File: config.mk
export PLATFORM = sky130hd
export DESIGN_NAME = lfsr_div9
export DESIGN_NICKNAME = d
export VERILOG_FILES = /design/src/rtl/lfsr_div9_pkg.sv /design/src/rtl/lfsr8_xnor_step.sv /design/src/rtl/lfsr_div9.sv
export SDC_FILE = /design/constraint.sdc
export NUM_CORES = 1
export LEC_CHECK = 0
export CORE_ASPECT_RATIO = 0.5
export CORE_UTILIZATION = 50
export CTS_CLUSTER_DIAMETER = 120
export DETAILED_ROUTE_END_ITERATION = 10
export HOLD_SLACK_MARGIN = 0.05
export PLACE_DENSITY = 0.76
export SYNTH_ARGS = -nofsm -noshare
export SYNTH_HDL_FRONTEND = slang
export SYNTH_SLANG_ARGS = --single-unit
export TNS_END_PERCENT = 50
File: constraint.sdc
create_clock -name clock -period 1.95 [get_ports clock]
set_input_delay 0.39 -clock clock [delete_from_list [all_inputs] [get_ports clock]]
set_output_delay 0.39 -clock clock [all_outputs]
set_load 0.005 [all_outputs]
File: src/rtl/lfsr_div9_pkg.sv
// Shared definitions for the XNOR-LFSR clock divider and its upstream mapper.
// Holds the FSM states, the special LFSR values and the feedback tap mask.
package lfsr_div9_pkg;

  typedef enum logic [1:0] {
    StIdle,
    StRun,
    StExtra
  } state_e;

  // Predecessor of 8'h00 in the XNOR sequence; reaching it ends a period.
  localparam logic [7:0] TERM     = 8'h80;
  // All-ones is the XNOR lockup state and is never loaded.
  localparam logic [7:0] LOCKUP   = 8'hFF;
  // Feedback taps on bits 7, 5, 4, 3.
  localparam logic [7:0] TAP_MASK = 8'hB8;

endpackage

File: src/rtl/lfsr8_xnor_step.sv
// One step of the 8-bit shift-left XNOR LFSR.
// Purely combinational; also instantiated by the upstream seed mapper.
module lfsr8_xnor_step
  import lfsr_div9_pkg::*;
(
  input  logic [7:0] cur,
  output logic [7:0] nxt
);

  assign nxt = {cur[6:0], ~^(cur & TAP_MASK)};

endmodule

File: src/rtl/lfsr_div9.sv
// Programmable clock divider: counts an XNOR LFSR from a seed to TERM, with an
// optional extra cycle, emitting a tick and toggling div_out once per period.
module lfsr_div9
  import lfsr_div9_pkg::*;
(
  input  logic       clock,
  input  logic       reset,
  input  logic [8:0] dp,
  input  logic       done,
  output logic       tick,
  output logic       div_out,
  output logic       running,
  output logic       err,
  output logic [7:0] lfsr
);

  state_e     state_q;
  logic [8:0] shadow_q;
  logic       ext_q;
  logic       done_q;
  logic       armed_q;

  logic       rise;
  logic       seed_ok;
  logic [8:0] reload_src;
  logic [7:0] lfsr_step;

  lfsr8_xnor_step u_step (
    .cur (lfsr),
    .nxt (lfsr_step)
  );

  // armed_q blocks a done level held across reset from looking like an edge.
  assign rise       = done & ~done_q & armed_q;
  assign seed_ok    = (dp[8:1] != LOCKUP);
  // An edge landing on the reload cycle must win over the stale shadow.
  assign reload_src = rise ? dp : shadow_q;

  always_ff @(posedge clock or posedge reset) begin
    if (reset) begin
      state_q  <= StIdle;
      lfsr     <= 8'h00;
      shadow_q <= 9'h000;
      ext_q    <= 1'b0;
      done_q   <= 1'b0;
      armed_q  <= 1'b0;
      tick     <= 1'b0;
      div_out  <= 1'b0;
      running  <= 1'b0;
      err      <= 1'b0;
    end else begin
      done_q <= done;
      if (!done) armed_q <= 1'b1;
      tick <= 1'b0;
      if (rise) shadow_q <= dp;

      if (rise && !seed_ok) begin
        err     <= 1'b1;
        state_q <= StIdle;
        running <= 1'b0;
      end else begin
        if (rise) err <= 1'b0;
        unique case (state_q)
          StIdle: begin
            if (rise) begin
              lfsr    <= dp[8:1];
              ext_q   <= dp[0];
              state_q <= StRun;
              running <= 1'b1;
            end
          end
          StRun: begin
            if (lfsr != TERM) begin
              lfsr <= lfsr_step;
            end else if (!ext_q) begin
              tick    <= 1'b1;
              div_out <= ~div_out;
              lfsr    <= reload_src[8:1];
              ext_q   <= reload_src[0];
            end else begin
              // ext_q belongs to the current period, so a mid-period dp
              // change cannot lengthen or shorten it.
              state_q <= StExtra;
            end
          end
          StExtra: begin
            tick    <= 1'b1;
            div_out <= ~div_out;
            lfsr    <= reload_src[8:1];
            ext_q   <= reload_src[0];
            state_q <= StRun;
          end
          default: begin
            state_q <= StIdle;
            running <= 1'b0;
          end
        endcase
      end
    end
  end

endmodule

==> results of run 1 <==
## stage by stage
step                      power [mW]  setup WS [ns]  std cells
final                           2.68         0.0476        235
after global routing            2.86       -0.00702        235
after CTS                       2.65         0.0495        235
after detailed placement        2.27         -0.246        231
after global placement          2.21         -0.187        231
after floorplan                 1.67          0.158        145
## power groups by stage
| stage | Clock [mW] | Sequential, mW | Combinational [mW] |
|---|---|---|---|
| 6_report | 0.352 | 0.819 | 1.51 |
| 5_1_grt | 0.376 | 0.846 | 1.63 |
| 4_1_cts | 0.358 | 0.819 | 1.47 |
| 3_5_place_dp | 0 | 0.829 | 1.44 |
| 3_3_place_gp | 0 | 0.821 | 1.39 |
| 2_1_floorplan | 0 | 0.846 | 0.819 |
## state kept, by name (all words and copies together) (netlist names)
register / count
armed_q: 1
div_out: 1
done_q: 1
err: 1
ext_q: 1
lfsr: 8
running: 1
shadow_q: 9
state_q: 2
tick: 1
## logic make-up (layout without fill, tap and decap cells)
logic type / Yosys count / after routing
AO/OA/AOI/OAI: 33 / 33
XOR/XNOR: 3 / 3
adder cells (fa/ha/maj): 5 / 5
buffers and inverters: 22 / 75
flip-flops: 26 / 26
multiplexers: 9 / 9
AND/OR/NAND/NOR: 47 / 47
## per-layer routing
| layer | part of all wire, % | global-route usage [%] |
|---|---|---|
| met2 | 46 | 46.9 |
| met4 | 1.9 | 10.2 |
| met5 | 0 | 0 |
| met3 | 6.8 | 5.00 |
| met1 | 46 | 32.3 |
## worst paths after layout
kind                       startpoint       to  slack (ns)  cells past startpoint
max                           lfsr[1]  lfsr[4]        0.05                      5
min                             reset      err        0.47                      3
max reg2reg                   lfsr[1]  lfsr[4]        0.05                      5
min reg2reg                   div_out  div_out        0.47                      1
max in group asynchronous       reset  lfsr[3]        1.22                      3
min in group clock            div_out  div_out        0.47                      1
## layout make-up
type                       count  area, µm²  area share, %
inverter                      15       56.3           2.80
timing repair buffer          56        478           23.8
tap                           37       46.3           2.31
sequential                    26        651           32.4
multi-input combinational     97        722           36.0
clock buffer                   4       55.1           2.74
## cells in the final DEF, fill, tap and decap left out, types with 2 or more instances in the layout
cell,synthesis,routed
nand3b_1,2,2
nand3_1,2,2
mux2i_1,8,8
o21ai_0,2,2
a32o_1,6,6
buf_4,0,33
ha_1,5,5
dfrtp_1,26,26
o221ai_1,2,2
nor4_1,2,2
nand2_1,10,10
and3b_1,2,2
nor2_1,16,16
a21oi_1,4,4
clkbuf_8,0,4
o31ai_1,2,2
inv_1,15,15
o211ai_1,5,5
clkdlybuf4s50_1,0,23
xnor2_1,3,3
a31oi_1,2,2
## critical path, stage by stage (launching register included)
cell and delay, ns:
dfrtp_1 0.39, or4_4 0.58, nor3_4 0.34, buf_4 0.19
nor2_1 0.04, a32o_1 0.25
==> results.json, run 1 <==
{
  "status": "complete, no violations",
  "synth-edff-count": 0,
  "holdWs_ns": 0.469,
  "syn-instance-count": 145,
  "syn_nets": 162,
  "gr-total-overflow": 0,
  "cts_buffers": 3,
  "initial_core_util_pct": 54.3,
  "p_sw_share_pct": 37.8,
  "worst_slew_pin_slew_ns": 0.515,
  "hp-class": "in -> async",
  "initialDrtViolationCount": 126,
  "crit_required_ns": 2.11,
  "synthAdderAreaFrac_pct": 4.29,
  "vias": 1374,
  "drtAntennaViolNets": 0,
  "post-route-drc-count": 0,
  "netlist.area_leader.share_pct": 44.6,
  "synthMuxAreaShare_pct": 6.27,
  "skew_ns": 0.00325,
  "core_um2": 2680,
  "hold_buffers": 0,
  "rows": 13,
  "postCtsSetupBuffers": 0,
  "fp.dieW_um": 78.4,
  "grt_pass1_wl_mm": 5.87,
  "layout-drive-gt1-share_pct": 23.2,
  "drv_slew": 0,
  "antenna_found_initial": 0,
  "wl_per_cell_um": 15.8,
  "power_density_nw_per_um2": 1340,
  "combPwrFrac_pct": 56.3,
  "clk_latency_ns": 0.27,
  "critPathLaunchType": "register",
  "yosys.area_share.xor_xnor_pct": 1.80,
  "setup_violations": 0,
  "hold_viol_final": 0,
  "nets": 216,
  "design_area_um2": 2010,
  "netlist.top_cell.by_area": "dfrtp_1",
  "cp-end-kind": "register",
  "async_reset_ff_share_pct": 100,
  "grt_max_degree": 27,
  "p_clk_share_pct": 13.1,
  "path_clk_slew_ns": 0.09,
  "globalplace.congestion": 0.904,
  "cts_tree": "yes",
  "clock_path_buffers": 2,
  "pin_count": 24,
  "synth_cell_types": 45,
  "post_drt_via_cell_ratio": 5.85,
  "die-area_um2": 3150,
  "finish.utilization_pct": 74.8,
  "peakVddDrop_v": 0.000641,
  "path_max_fanout": 6,
  "fmax_mhz": 526,
  "yosys-top-cells-area": "dfrtp_1 (45%), mux2i_1 (5.5%), ha_1 (4.3%)",
  "synth_top_family_by_area": "simple AND/OR/NAND/NOR gates",
  "timing.max_cap.violations": 0,
  "die_h_um": 40.2,
  "setup_total_negative_slack_ns": 0,
  "clock_sinks": 26,
  "port_buffers": 23,
  "avgSynthCellArea_um2": 10.1,
  "n_fill_cell": 211,
  "switchingPower_mw": 1.01,
  "finalCritPeriodShare_pct": 97.6,
  "ys.warnings.count": 0,
  "power_frac_seq_pct": 30.5,
  "cts_resized": 0,
  "wirelength_mm": 3.71,
  "period_minus_slack_ns": 1.90,
  "relSlewSlack_pct": 65.7,
  "ctsRootBufferMaster": "clkbuf_8",
  "diodes": 0,
  "cp.arrival_ns": 2.07,
  "first_global_vias": 1268,
  "netlist_top_cells_count": "dfrtp_1 (26), nor2_1 (16), inv_1 (15)",
  "synth_compound_area_share_pct": 17.9,
  "yosysMostFrequentCell": "dfrtp_1",
  "ys_seq_area_share_pct": 44.6,
  "leakage_nw": 0.958,
  "synth-simple-area-share_pct": 18.3,
  "internal-power_mw": 1.67,
  "hpwl_mm": 2.72,
  "place_area_um2": 1940,
  "critical_path_class": "reg -> reg",
  "grtUsageTotal_pct": 25.9,
  "ys_ff_latch": 26,
  "first_pass_iters": 4,
  "synth_area_um2": 1460,
  "htree_num_levels": 1,
  "ys_dominant_reg_cell": "dfrtp_1",
  "syn2layout_area_growth_pct": 37.8,
  "rsz0062_at_grt": "yes"
}
Note: power is estimated with default switching activity, not from simulation.
==> run 2: changes to the inputs <==
- HOLD_SLACK_MARGIN: 0.05 -> 0.15
==> results of run 2 <==
The final DEF is identical to that of run 1; final timing and power are the same.
